**src/rtl/counter_ctrl_pkg.sv**
```systemverilog
// Shared types and constants for the counter sequencer.
// Provides the FSM state encoding and the count-mode constants.
package counter_ctrl_pkg;

    typedef enum logic [1:0] {
        IDLE = 2'd0,
        RUN  = 2'd1,
        DONE = 2'd2
    } state_t;

    localparam logic MODE_ONESHOT  = 1'b0;
    localparam logic MODE_PERIODIC = 1'b1;

endpackage

```
**src/rtl/counter_ctrl_if.sv**
```systemverilog
// Configuration handshake bundle for the counter sequencer.
// master: cfg_valid/cfg_term/cfg_periodic out, cfg_ready in; slave mirrors.
interface counter_ctrl_if #(
    parameter int WIDTH = 4
);
    logic             cfg_valid;
    logic             cfg_ready;
    logic [WIDTH-1:0] cfg_term;
    logic             cfg_periodic;

    modport master (
        output cfg_valid,
        output cfg_term,
        output cfg_periodic,
        input  cfg_ready
    );

    modport slave (
        input  cfg_valid,
        input  cfg_term,
        input  cfg_periodic,
        output cfg_ready
    );
endinterface

```
**src/rtl/counter_ctrl_prescaler.sv**
```systemverilog
// Count-step strobe generator: counts 0..PRESCALE-1 while en, strobes on last.
// Ports: clk, resetn (async low), en, clr (sync clear), strobe.
module counter_ctrl_prescaler #(
    parameter int PRESCALE = 4
) (
    input  logic clk,
    input  logic resetn,
    input  logic en,
    input  logic clr,
    output logic strobe
);
    // Keep at least one bit so PRESCALE = 1 still elaborates.
    localparam int PW = (PRESCALE > 1) ? $clog2(PRESCALE) : 1;
    localparam logic [PW-1:0] LAST = PW'(PRESCALE - 1);

    logic [PW-1:0] pcnt;

    assign strobe = en && (pcnt == LAST);

    always_ff @(posedge clk or negedge resetn) begin
        if (!resetn) begin
            pcnt <= '0;
        end else if (clr) begin
            pcnt <= '0;
        end else if (en) begin
            pcnt <= (pcnt == LAST) ? '0 : pcnt + 1'b1;
        end
    end
endmodule

```
**src/rtl/counter_ctrl.sv**
```systemverilog
// Sequencer for the shared up-counter: accepts term/mode, counts, emits tick.
// Ports: clk, resetn, cfg (slave handshake), hold, stop, count, tick, busy,
// done, ticks. Macro COUNTER_CTRL_PRESCALE_EN inserts a count-step prescaler.
module counter_ctrl
    import counter_ctrl_pkg::*;
#(
    parameter int WIDTH    = 4,
    parameter int PRESCALE = 4
) (
    input  logic             clk,
    input  logic             resetn,
    counter_ctrl_if.slave    cfg,
    input  logic             hold,
    input  logic             stop,
    output logic [WIDTH-1:0] count,
    output logic             tick,
    output logic             busy,
    output logic             done,
    output logic [WIDTH-1:0] ticks
);
    state_t           state;
    logic [WIDTH-1:0] term_q;
    logic             mode_q;
    logic             xfer;
    logic             run_en;
    logic             strobe;
    logic             step;

    assign run_en = (state == RUN) && !hold;

`ifdef COUNTER_CTRL_PRESCALE_EN
    counter_ctrl_prescaler #(
        .PRESCALE (PRESCALE)
    ) u_prescaler (
        .clk    (clk),
        .resetn (resetn),
        .en     (run_en),
        .clr    (stop || xfer),
        .strobe (strobe)
    );
`else
    logic unused_prescale;
    assign unused_prescale = ^PRESCALE;
    assign strobe = 1'b1;
`endif

    // Ready is gated by resetn so nothing is accepted while held in reset.
    assign cfg.cfg_ready = resetn && !stop && (state != RUN);
    assign xfer = cfg.cfg_valid && cfg.cfg_ready;
    assign step = run_en && strobe;
    assign tick = step && (count == term_q);
    assign busy = (state == RUN);
    assign done = (state == DONE);

    always_ff @(posedge clk or negedge resetn) begin
        if (!resetn) begin
            state  <= IDLE;
            count  <= '0;
            ticks  <= '0;
            term_q <= '0;
            mode_q <= MODE_ONESHOT;
        end else if (stop) begin
            // A tick driven this cycle is dropped: stop wins.
            state <= IDLE;
            count <= '0;
        end else if (xfer) begin
            state  <= RUN;
            term_q <= cfg.cfg_term;
            mode_q <= cfg.cfg_periodic;
            count  <= '0;
            ticks  <= '0;
        end else if (step) begin
            if (tick) begin
                count <= '0;
                if (ticks != '1) begin
                    ticks <= ticks + 1'b1;
                end
                if (mode_q == MODE_ONESHOT) begin
                    state <= DONE;
                end
            end else begin
                count <= count + 1'b1;
            end
        end
    end
endmodule

```
**src/flat_wrapper.sv**
```systemverilog
// flat-port wrapper written by rule: the top's interface ports become plain ports
module counter_ctrl_flat import counter_ctrl_pkg::*;
#(
    parameter int WIDTH    = 4,
    parameter int PRESCALE = 4
)
  (clk, resetn, hold, stop, count, tick, busy, done, ticks, cfg_cfg_valid, cfg_cfg_term, cfg_cfg_periodic, cfg_cfg_ready);
  counter_ctrl_if #(.WIDTH(WIDTH)) cfg_i ();
  input  logic clk;
  input  logic resetn;
  input  logic hold;
  input  logic stop;
  output logic [WIDTH-1:0] count;
  output logic tick;
  output logic busy;
  output logic done;
  output logic [WIDTH-1:0] ticks;
  input wire logic [$bits(cfg_i.cfg_valid)-1:0] cfg_cfg_valid;
  input wire logic [$bits(cfg_i.cfg_term)-1:0] cfg_cfg_term;
  input wire logic [$bits(cfg_i.cfg_periodic)-1:0] cfg_cfg_periodic;
  output wire logic [$bits(cfg_i.cfg_ready)-1:0] cfg_cfg_ready;
  assign cfg_i.cfg_valid = cfg_cfg_valid;
  assign cfg_i.cfg_term = cfg_cfg_term;
  assign cfg_i.cfg_periodic = cfg_cfg_periodic;
  assign cfg_cfg_ready = cfg_i.cfg_ready;
  counter_ctrl #(.WIDTH(WIDTH), .PRESCALE(PRESCALE)) u_core (.clk(clk), .resetn(resetn), .cfg(cfg_i), .hold(hold), .stop(stop), .count(count), .tick(tick), .busy(busy), .done(done), .ticks(ticks));
endmodule
```
**config.mk**
```make
export PLATFORM = sky130hd
export DESIGN_NAME = counter_ctrl_flat
export DESIGN_NICKNAME = d
export VERILOG_FILES = /design/src/rtl/counter_ctrl_pkg.sv /design/src/rtl/counter_ctrl_if.sv /design/src/rtl/counter_ctrl_prescaler.sv /design/src/rtl/counter_ctrl.sv /design/src/flat_wrapper.sv
export SDC_FILE = /design/constraint.sdc
export NUM_CORES = 1
export LEC_CHECK = 0
export ABC_AREA = 1
export CORE_UTILIZATION = 53
export DETAILED_ROUTE_END_ITERATION = 10
export PLACE_DENSITY_LB_ADDON = 0.3
export SETUP_SLACK_MARGIN = 0.02
export SLEW_MARGIN = 20
export SYNTH_ARGS = -nofsm -noshare
export SYNTH_HDL_FRONTEND = slang
export SYNTH_SLANG_ARGS = --single-unit
```
**constraint.sdc**
```tcl
create_clock -name clk -period 3.3 [get_ports clk]
set_input_delay 0.495 -clock clk [delete_from_list [all_inputs] [get_ports clk]]
set_output_delay 0.495 -clock clk [all_outputs]
set_load 0.03 [all_outputs]
```
After elaboration in Yosys (flattened, before gate mapping)
Cells that the tools add are included.
{ "classes": {"n_addsub": 2, "eq_ne": 6, "mux": 13, "bitwise": 1, "reduce_logical": 15} }
{ "op_table": {"columns": ["cell", "count"], "rows": [
  ["$mux 4", 8],
  ["$mux 2", 5],
  ["$add 4x1->4 const B", 2],
  ["$reduce_bool 2->1", 3],
  ["$reduce_bool 3->1", 2],
  ["$logic_and 1x1->1", 5],
  ["$eq 4x4->1", 1],
  ["$ne 4x4->1 const B", 1],
  ["$reduce_and 4->1", 1],
  ["$ne 3x3->1 const B", 1],
  ["$reduce_and 3->1", 1],
  ["$eq 2x1->1 const B", 1],
  ["$eq 2x2->1 const B", 1],
  ["$logic_not 1->1", 2],
  ["$ne 2x1->1 const B", 1],
  ["$reduce_and 2->1", 1],
  ["$not 1->1", 1]
]} }
{ "totals": {"register_bits": 15, "in_bits": 10, "word_cells": 42} }

Longest topological paths before layout
Gate-level depths: netlist (run 1).
{ "logic_depth": {"depth_word": 7, "ltp_mapped": 9} }

Least setup slack after synthesis (run 1)
No wires, ideal clock.
{ "synth_path": {"path_type": "register -> output", "start": "register u_core.state[0]", "end": "output port cfg_cfg_ready", "t_arrival_ps": 1369, "required_time_ps": 2805, "path_slack_ps": 1436, "stages_incl_launch_ff": 4, "cell_sequence": "dfrtp_1 > nand2_4 > inv_1 > nor3_1"} }
{ "synth_between": {"elab_chain_len": 2} }
{ "synth_lines": {"columns": ["item", "line_no", "text"], "rows": [
  ["from (decl)", "counter_ctrl.sv:21", "state_t state;"],
  ["from (signal assigned)", "counter_ctrl.sv:57", "state <= IDLE;"],
  ["from (signal assigned)", "counter_ctrl.sv:64", "state <= IDLE;"],
  ["from (signal assigned)", "counter_ctrl.sv:67", "state <= RUN;"],
  ["$ne 2x1->1", "counter_ctrl.sv:48", "assign cfg.cfg_ready = resetn && !stop && (state != RUN);"],
  ["$logic_and 1x1->1", "counter_ctrl.sv:48", null],
  ["to (decl)", "flat_wrapper.sv:21", "output wire logic [$bits(cfg_i.cfg_ready)-1:0] cfg_cfg_ready;"]
]} }
Every way passes these cells.

Final worst setup path (run 1)
{ "layout_path": {"start": "input port hold", "end": "output port tick"} }
{ "layout_between": {"elab_chain_len": 3} }
{ "layout_lines": {"columns": ["item", "line_no", "text"], "rows": [
  ["from (decl)", "flat_wrapper.sv:11", "input logic hold;"],
  ["$logic_not 1->1", "counter_ctrl.sv:29", "assign run_en = (state == RUN) && !hold;"],
  ["$logic_and 1x1->1", "counter_ctrl.sv:29", null],
  ["$logic_and 1x1->1", "counter_ctrl.sv:51", "assign tick = step && (count == term_q);"],
  ["to (decl)", "flat_wrapper.sv:14", "output logic tick;"]
]} }
Every way passes these cells.

==> results of run 1 <==
[worst max-delay path, cell delays in order]
cell	delay (ps)
clkdlybuf4s50_1	500
nor2_8	180
nand3_4	110
nor2_8	140
clkdlybuf4s50_1	690
[per-layer routing]
metal	wire length [um]	share of wire, %	vias to the layer above	GRT usage [%]
li1	-	-	448	-
met3	66	3.5	4	3.60
met1	830	45	410	26.5
met4	19	1.0	0	9.09
met5	0	0	-	0
met2	946	51	19	38.2
[state kept, by name, summed over array words and instances, names as in the netlist]
signal / count
u_core.count: 4
u_core.state: 2
u_core.term_q: 4
u_core.ticks: 4
u_core.mode_q: 1
[cells by family after synthesis]
group	synth area share, %
simple gates	40.8
flops	38.5
fa+ha+maj	2.56
xor+xnor	1.80
buf+inv	11.9
compound gates	4.49
[path summary, 6_finish.rpt]
kind,depth (start not counted),start,to,slack (ps)
max,5,hold,tick,690
min,3,u_core.mode_q$_DFFE_PN0P_,u_core.state[1]$_DFFE_PN0P_,540
max reg2reg,6,u_core.state[0]$_DFFE_PN0P_,u_core.count[0]$_DFFE_PN0P_,1810
min reg2reg,3,u_core.mode_q$_DFFE_PN0P_,u_core.state[1]$_DFFE_PN0P_,540
max in group asynchronous,2,resetn,u_core.ticks[0]$_DFFE_PN0P_,2570
min in group asynchronous,2,resetn,u_core.term_q[2]$_DFFE_PN0P_,560
[area by class of cell]
cell class	instances	area (sq um)	area share, %
repair buffers	22	218	17.7
flip-flops and latches	15	375	30.5
clock buffers	4	26.3	2.14
multi-input cells	86	484	39.4
well taps	25	31.3	2.55
inverters	25	93.8	7.64
[through the flow]
step / util, % / setup WS [ps] / cells / cell area [sq um] / hold slack [ps]
final: 71.2 / 688 / 177 / 1230 / 544
after global routing: 71.2 / 639 / 177 / 1230 / 568
after CTS: 71.2 / 678 / 177 / 1230 / 547
after detailed placement: 69.6 / 683 / 173 / 1200 / 534
after global placement: 69.6 / 693 / 173 / 1200 / 518
after floorplan: - / 1440 / 128 / 976 / 199
[cells in the final DEF, fill, tap and decap left out]
master	synthesis	routed
buf_4	0	1
dfrtp_1	15	15
inv_2	6	6
clkdlybuf4s50_1	0	21
clkbuf_4	0	3
nand4_1	7	7
nand2_1	33	33
nand2_4	4	4
a21oi_2	1	1
nor3_1	1	1
nor2_8	2	2
nor2_1	12	12
nand3_4	1	1
inv_1	19	19
nand2_2	2	2
xor2_1	2	2
o21ai_1	1	1
nand3_1	11	11
nand3_2	1	1
clkbuf_1	0	1
a21oi_1	6	6
ha_1	2	2
[power breakdown]
group | switching [uW] | internal [uW] | total (uW)
sequential | 9.61 | 198 | 207
clock | 57.8 | 46.9 | 105
combinational | 65.9 | 38.0 | 104
total | 133 | 283 | 416
==> key figures, run 1 <==
Outcome
  • Status: completed

Pwr
  • Worst vdd ir: about 0.25 mV
  • Tot Pwr: 416 uW
  • Pleak: a little under 0.0007 uW
  • Power per cell area: 339 nW/um^2

Global route
  • Number of global-route vias before repair: about 790
  • GRT Total Usage: around 22%
  • First-pass GRT wire length: roughly 3200 um
  • Initial antenna violation count: 0
  • GRT overflow: 0
  • Largest net degree at the start of global routing: 21

Synthesis
  • Synth Register Bits: 15
  • Unique masters post-synth: 19
  • Synthesized Nets: between 100 and 150
  • Mapped Area: a little under 1000 sq um
  • Most frequent cells after synthesis: 33 x nand2_1, 19 x inv_1, 15 x dfrtp_1
  • Synth Flop Type: dfrtp_1
  • Cell taking the most area after synthesis: dfrtp_1
  • Async S/R FF share, synth: 100%
  • Area contributors post-synth: dfrtp_1 38%, nand2_1 13%, inv_1 7.3%
  • Sequential share of the synthesized area: 38.5%
  • Most common cell in the netlist: nand2_1
  • Avg Cell Area, Syn: 7.62 sq um
  • Synthesis Warnings: 0
  • Post-synth top area share: around two fifths
  • Number of flops mapped to enable cells by yosys: 0
  • Synthesized instance count: between 100 and 150

Worst hold path
  • Hold Crit Class: flip-flop to flip-flop

Timing
  • Max Clock Freq: about 0.38 GHz
  • Worst Max-Slew Pin Slew: 405 ps
  • Final Hold Viols: 0
  • Setup Viol. Count Final: 0
  • Clock period minus worst slack: between 2000 and 3000 ps
  • Worst Skew: 2.14 ps
  • Setup TNS: 0 ps
  • Max-slew violations: 0
  • Headroom to the max-slew limit: between 70% and 80%
  • RSZ-0062 raised after global routing: no
  • Period utilisation layout: approximately four fifths

Cells and area
  • Synthesis-to-finish area growth: 25.9%
  • # fillers: roughly 150
  • Final net count: about 170
  • Layout cells sized above 1: between 10 and 15%
  • Diodes inserted: 0

Floorplan
  • Io pins: 22
  • Die height: approximately 45 um
  • # rows: 15
  • Core ar.: 1730 sq um
  • Starting Density: 56.5%
  • Die area: 2020 sq um
  • Die Width: about 45 um

Clock tree
  • Clk slew on worst S/H paths: 90 ps
  • CTS tree: yes
  • Clock Latency Late Sink: about 280 ps
  • CTS Buf Count: 3
  • # Post-CTS Setup Buffers: 0
  • CTS Hold Bufs: 0
  • CTS Buffer Depth: 2
  • H-tree depth: 1
  • CTS resizes: 0
  • CTS Sinks: 15
  • Root Buffer Master: clkbuf_4

Placement
  • DP HPWL: ~1500 um
  • IO Port Bufs: 21
  • RD Place Congestion: 0.851

Worst setup path
  • Crit Path Max Fanout: 6
  • CP endpoint kind: output port
  • Critical Path AT: 2120 ps
  • Critical path class: input port to output port
  • Worst Path Required: ~2800 ps
  • CP Launch Type: input port

Routing
  • Final antenna-violating net count: 0
  • Wire per inst: about 11 um
  • DRC viols: 0
  • Post-DR vias/cell: 4.98
  • Vias: roughly 880
  • 1st-pass router iterations: 4
  • Number of DRC markers in iteration 0: 13
  • Final wirelength: 1860 um

Flow run
  • Max Cap Viol: 0
No activity file was read; power rests on OpenSTA's default activity.
==> run 2: changes to the inputs <==
--- a/config.mk
+++ b/config.mk
@@ -6,7 +6,8 @@
 export NUM_CORES = 1
 export LEC_CHECK = 0
 export ABC_AREA = 1
-export CORE_UTILIZATION = 53
+export CORE_ASPECT_RATIO = 1.5
+export CORE_UTILIZATION = 44
 export DETAILED_ROUTE_END_ITERATION = 10
 export PLACE_DENSITY_LB_ADDON = 0.3
 export SETUP_SLACK_MARGIN = 0.02
==> constraint.sdc (replaced) <==
create_clock -name clk -period 2.4 [get_ports clk]
set_input_delay 0.36 -clock clk [delete_from_list [all_inputs] [get_ports clk]]
set_output_delay 0.36 -clock clk [all_outputs]
set_load 0.03 [all_outputs]
==> run 2 against run 1 <==
Cell count is 0.56% lower. Combinational power is 37% higher. First-iteration DRC count fell by 7.7%. Critical path type unchanged. Largest power group unchanged.
==> key figures, run 2 (synthesis gave the netlist of run 1 again) <==
Worst setup path
  • Critical Path AT: 1940 ps (was 2120 ps)
  • Worst stage delay on the critical path: 680 ps (was 690 ps)
  • Worst Path Required: 2040 ps (was 2800 ps)
  • Ordered list of cells on the worst path: clkdlybuf4s50_1, nor2_8, nand3_4, nor2_8, clkdlybuf4s50_1 (unchanged)
  • Crit Path Max Fanout: 5 (was 6)
  • CP max stage cell: clkdlybuf4s50_1 (unchanged)
  • CP endpoint kind: output port (unchanged)
  • Critical path class: input port to output port (unchanged)
  • CP Launch Type: input port (unchanged)

Clock tree
  • H-tree depth: 1 (unchanged)
  • CTS resizes: 0 (unchanged)
  • Clk slew on worst S/H paths: 90 ps (about the same)
  • CTS Hold Bufs: 0 (unchanged)
  • # Post-CTS Setup Buffers: 0 (unchanged)
  • CTS Sinks: 15 (unchanged)
  • CTS tree: yes (unchanged)
  • Clock Latency Late Sink: 290 ps (was 280 ps)
  • CTS Buffer Depth: 2 (unchanged)
  • CTS Buf Count: 3 (unchanged)
  • Root Buffer Master: clkbuf_4 (unchanged)

Placement
  • Placed instance area: 1210 sq um (was 1200 sq um)
  • Placed Cells incl. Taps: 172 (was 173)
  • IO Port Bufs: 21 (unchanged)
  • DP HPWL: 1520 um (was 1500 um)
  • Dpl ws: 85.2 ps (was 683 ps)
  • RD Place Congestion: 0.733 (was 0.851)

Global route
  • Initial antenna violation count: 0 (unchanged)
  • GRT Total Usage: 18.5% (was 21.8%)
  • GRT overflow: 0 (unchanged)
  • First-pass GRT wire length: 3170 um (was 3150 um)
  • Number of global-route vias before repair: 798 (was 791)
  • Largest net degree at the start of global routing: 18 (was 21)

Cells and area
  • # fillers: 196 (was 145)
  • Largest regs: u_core.count x4, u_core.term_q x4, u_core.ticks x4 (unchanged)
  • Layout cells sized above 1: 15.6% (was 13.8%)
  • Final net count: 167 (was 165)
  • Multi-input gate area: 484 sq um (unchanged)
  • Final Cell Area: 1240 sq um (was 1230 sq um)
  • Cell Count, Final, Fillers Out: 176 (was 177)
  • Sequential cell area: 375 sq um (unchanged)
  • Synthesis-to-finish area growth: 26.8% (was 25.9%)
  • Diodes inserted: 0 (unchanged)
  • Most frequent cells in the layout: 33 x nand2_1, 20 x clkdlybuf4s50_1, 19 x inv_1 (was 33 x nand2_1, 21 x clkdlybuf4s50_1, 19 x inv_1)
  • Most common cell after layout, fill and taps aside: nand2_1 (unchanged)

Pwr
  • Comb power frac: 24.7% (was 25.0%)
  • Pleak: 0.000692 uW (was 0.000680 uW)
  • Power per cell area: 464 nW/um^2 (was 339 nW/um^2)
  • Sw power: 185 uW (was 133 uW)
  • Sequential power share: 49.6% (was 49.9%)
  • Clk pwr share: 25.6% (was 25.2%)
  • Worst vdd ir: 0.300 mV (was 0.247 mV)
  • Switching fraction of total power: 32.2% (was 32.1%)
  • Tot Pwr: 575 uW (was 416 uW)
  • Int Pwr: 389 uW (was 283 uW)

Timing
  • Max-slew violations: 0 (unchanged)
  • Setup Viol. Count Final: 0 (unchanged)
  • Period utilisation layout: 95.8%
  • Worst Max-Slew Pin Slew: 326 ps (was 405 ps)
  • Setup TNS: 0 ps (unchanged)
  • Max Clock Freq: 0.435 GHz
  • Final Hold Viols: 0 (unchanged)
  • Final worst setup slack: 100 ps (was 688 ps)
  • Headroom to the max-slew limit: 78.2% (was 73.0%)
  • Clock period minus worst slack: ~2300 ps
  • RSZ-0062 raised after global routing: no (unchanged)
  • Worst Skew: 3.35 ps (was 2.14 ps)

Routing
  • Final wirelength: 1900 um (was 1860 um)
  • DRC viols: 0 (unchanged)
  • Vias: 879 (was 881)
  • Wire per inst: 10.8 um (was 10.5 um)
  • 1st-pass router iterations: 4 (unchanged)
  • Final antenna-violating net count: 0 (unchanged)
  • Post-DR vias/cell: 4.99 (was 4.98)
  • Number of DRC markers in iteration 0: 12 (was 13)

Floorplan
  • Die Width: 40.5 um (was 44.9 um)
  • Io pins: 22 (unchanged)
  • Die height: 59.7 um (was 44.9 um)
  • Core ar.: 2050 sq um (was 1730 sq um)
  • # rows: 20 (was 15)
  • Starting Density: 47.6% (was 56.5%)
  • Die area: 2410 sq um (was 2020 sq um)

Outcome
  • Status: completed (unchanged)

Flow run
  • Max Cap Viol: 0 (unchanged)

Worst hold path
  • Hold Crit Class: input port to async pin (was flip-flop to flip-flop)
[run 2: cell types whose count changed in the layout (fill, tap and decap cells not counted), sizes merged]
| cell | change |
|---|---|
| buf | +3 |
| clkdlybuf4s50 | -1 |
[run 2: worst max-delay path: cells and delay by family]
kind | cells | cell delay, ps
buffers and inverters | 2 | 1190
AND/OR/NAND/NOR | 3 | 390
[run 2: layout make-up]
| class | instances | area share (%) |
|---|---|---|
| Clock buffer | 4 | 2.12 |
| Inverter | 25 | 7.58 |
| Multi-Input combinational cell | 86 | 39.1 |
| Sequential cell | 15 | 30.3 |
| Tap cell | 22 | 2.22 |
| Timing Repair Buffer | 24 | 18.6 |
[run 2: metrics by stage]
stage	util, %	hold WS, ps
after CTS	60.3	421
after detailed placement	59.0	532
after global routing	60.3	436
final	60.3	412
after floorplan	-	64.4
after global placement	59.0	517
[run 2: final timing paths]
path                                                  start                           to  slack, ps  cells after the start
worst max-delay path                                   hold                         tick        100                      5
worst min-delay path                                 resetn  u_core.count[3]$_DFFE_PN0P_        410                      2
worst max register to register  u_core.ticks[0]$_DFFE_PN0P_  u_core.ticks[0]$_DFFE_PN0P_        970                      7
worst min register to register    u_core.mode_q$_DFFE_PN0P_  u_core.state[1]$_DFFE_PN0P_        540                      3
max in group asynchronous                            resetn  u_core.ticks[1]$_DFFE_PN0P_       1820                      2
min in group clk                  u_core.mode_q$_DFFE_PN0P_  u_core.state[1]$_DFFE_PN0P_        540                      3
[run 2: power groups by stage]
stage	registers, uW	logic [uW]	clock network [uW]
after floorplan	290	98.2	0
after global placement	290	141	0
after detailed placement	291	144	0
after CTS	286	144	151
after global routing	287	160	156
final	285	142	147
[run 2: layer usage]
| layer | global-route usage, % | share of wire [%] | wire [um] |
|---|---|---|---|
| met5 | 0 | 0 | 0 |
| met4 | 7.14 | 1.3 | 25 |
| met1 | 23.9 | 43 | 822 |
| met2 | 30.2 | 52 | 995 |
| met3 | 2.60 | 2.9 | 56 |
==> run 3: changes to the inputs <==
--- a/config.mk
+++ b/config.mk
@@ -10,6 +10,7 @@
 export CORE_UTILIZATION = 44
 export DETAILED_ROUTE_END_ITERATION = 10
 export PLACE_DENSITY_LB_ADDON = 0.3
+export REMOVE_ABC_BUFFERS = 1
 export SETUP_SLACK_MARGIN = 0.02
 export SLEW_MARGIN = 20
 export SYNTH_ARGS = -nofsm -noshare
==> run 3 against run 2 <==
Via count fell by 1.7%. Combinational power is essentially flat. Design area up 0.10%. Power grew 0.76%. Hold slack gained 1.2 ps. Die area unchanged. Critical path depth unchanged. Critical path type unchanged. Routed wire length fell by 2.3%. Count of clock-buffer cells in the layout down 1. Non-clock buffer count is the same. Clock power up 3%.
==> key figures, run 3 (synthesis gave the netlist of run 1 again) <==
Outcome
  • Status: completed (unchanged)

Floorplan
  • Core ar.: 2050 sq um (unchanged)
  • # rows: 20 (unchanged)
  • Die height: 59.7 um (unchanged)
  • Die Width: 40.5 um (unchanged)
  • Starting Density: 47.6% (unchanged)
  • Die area: 2410 sq um (unchanged)
  • Io pins: 22 (unchanged)

Cells and area
  • Layout cells sized above 1: 16.2% (was 15.6%)
  • Most frequent cells in the layout: 33 x nand2_1, 20 x clkdlybuf4s50_1, 19 x inv_1 (unchanged)
  • Final net count: 167 (unchanged)
  • # fillers: 203 (was 196)
  • Largest regs: u_core.count x4, u_core.term_q x4, u_core.ticks x4 (unchanged)
  • Most common cell after layout, fill and taps aside: nand2_1 (unchanged)
  • Diodes inserted: 0 (unchanged)
  • Final Cell Area: 1240 sq um (about the same)
  • Final Util: 60.4% (was 60.3%)
  • Synthesis-to-finish area growth: 26.9% (was 26.8%)
  • Multi-input gate area: 484 sq um (unchanged)
  • Sequential cell area: 375 sq um (unchanged)

Worst setup path
  • Crit Path Max Fanout: 5 (unchanged)
  • FF-to-FF Start: u_core.ticks[0]$_DFFE_PN0P_ (unchanged)
  • CP endpoint kind: output port (unchanged)
  • Worst Path Required: 2040 ps (about the same)
  • R2R depth: 7 (unchanged)
  • Reg-to-reg setup timing slack: 1010 ps (was 970 ps)
  • CP Launch Type: input port (unchanged)
  • Reg2reg end: u_core.ticks[3]$_DFFE_PN0P_ (was u_core.ticks[0]$_DFFE_PN0P_)
  • Critical path class: input port to output port (unchanged)
  • CP Launch Point: hold (unchanged)
  • Worst Setup EP: tick (unchanged)
  • Critical Path AT: 1940 ps (about the same)

Routing
  • DRC viols: 0 (unchanged)
  • Number of DRC markers in iteration 0: 9 (was 12)
  • Wire per inst: 10.5 um (was 10.8 um)
  • Vias: 864 (was 879)
  • Post-DR vias/cell: 4.91 (was 4.99)
  • 1st-pass router iterations: 4 (unchanged)
  • Final wirelength: 1860 um (was 1900 um)
  • Final antenna-violating net count: 0 (unchanged)

Timing
  • RSZ-0062 raised after global routing: no (unchanged)
  • Headroom to the max-slew limit: 79.1% (was 78.2%)
  • Max Clock Freq: 0.435 GHz (about the same)
  • Max-slew violations: 0 (unchanged)
  • Clock period minus worst slack: 2300 ps (about the same)
  • Setup TNS: 0 ps (unchanged)
  • Final Hold Viols: 0 (unchanged)
  • Worst Skew: 4.41 ps (was 3.35 ps)
  • Period utilisation layout: 95.8% (about the same)
  • Worst Max-Slew Pin Slew: 312 ps (was 326 ps)
  • Final worst setup slack: 102 ps (was 100 ps)
  • Setup Viol. Count Final: 0 (unchanged)

Placement
  • Dpl ws: 103 ps (was 85.2 ps)
  • DP HPWL: 1500 um (was 1520 um)
  • IO Port Bufs: 21 (unchanged)
  • Placed instance area: 1210 sq um (unchanged)
  • RD Place Congestion: 0.769 (was 0.733)

Global route
  • GRT Total Usage: 19.2% (was 18.5%)
  • GR Util met1: 22.1% (was 23.9%)
  • Met3 Use GR: 3.35% (was 2.60%)
  • Grt met2 use: 32.7% (was 30.2%)
  • Largest net degree at the start of global routing: 18 (unchanged)
  • Initial antenna violation count: 0 (unchanged)
  • Number of global-route vias before repair: 809 (was 798)
  • First-pass GRT wire length: 3180 um (was 3170 um)
  • Top Usage Layer GRT: met2 (unchanged)
  • GRT overflow: 0 (unchanged)

Clock tree
  • CTS Sinks: 15 (unchanged)
  • CTS Hold Bufs: 0 (unchanged)
  • CTS Buf Count: 3 (unchanged)
  • # Post-CTS Setup Buffers: 0 (unchanged)
  • CTS tree: yes (unchanged)
  • CTS Buffer Depth: 2 (unchanged)
  • Root Buffer Master: clkbuf_4 (unchanged)
  • H-tree depth: 1 (unchanged)
  • Clock Latency Late Sink: 290 ps (about the same)
  • Clk slew on worst S/H paths: 100 ps (was 90 ps)
  • CTS resizes: 0 (unchanged)

Worst hold path
  • Hold Crit Class: input port to async pin (unchanged)

Pwr
  • Power per cell area: 468 nW/um^2 (was 464 nW/um^2)
  • Pleak: 0.000694 uW (was 0.000692 uW)
  • Worst vdd ir: 0.287 mV (was 0.300 mV)

Flow run
  • Max Cap Viol: 0 (unchanged)
run 3: cell count changes in the layout (fill, tap and decap cells not counted), sizes merged:
cell,before,now
clkbuf,4,3
clkinv,0,1
run 3: worst max-delay path: stages:
cell	delay, ps
clkdlybuf4s50_1	510
nor2_8	190
nand3_4	110
nor2_8	90
clkdlybuf4s50_1	670
run 3: area by class of cell:
class / instances / share of cell area, %
multi-input combinational: 86 / 39.1
sequential: 15 / 30.3
timing repair buffer: 24 / 18.6
inverter: 25 / 7.58
tap: 22 / 2.22
clock buffer: 3 / 1.82
clock inverter: 1 / 0.404
run 3: how the worst min path moves through the flow:
stage,to,depth (start not counted),from
5_1_grt,u_core.count[0]$_DFFE_PN0P_,2,resetn
6_report,u_core.ticks[0]$_DFFE_PN0P_,2,resetn
2_1_floorplan,u_core.count[0]$_DFFE_PN0P_,0,resetn
4_1_cts,u_core.count[0]$_DFFE_PN0P_,2,resetn
3_5_place_dp,u_core.term_q[2]$_DFFE_PN0P_,2,u_core.term_q[2]$_DFFE_PN0P_
3_3_place_gp,u_core.term_q[1]$_DFFE_PN0P_,2,u_core.term_q[1]$_DFFE_PN0P_
run 3: power breakdown:
part / switching (uW) / internal (uW)
logic: 90.0 / 52.7
registers: 13.4 / 272
clock network: 88.9 / 62.1
total: 192 / 387
run 3: layer usage:
layer	part of all wire [%]	wire (um)	vias to the layer above
li1	-	-	450
met1	42	786	395
met2	53	985	14
met3	2.6	49	5
met4	1.8	34	0
met5	0	0	-
run 3: stage by stage:
step | power, uW | instances | hold WS (ps)
finish | 579 | 176 | 413
global route | 617 | 176 | 432
CTS | 584 | 176 | 430
detailed placement | 435 | 172 | 536
global placement | 431 | 172 | 517
floorplan | 385 | 126 | 64.4
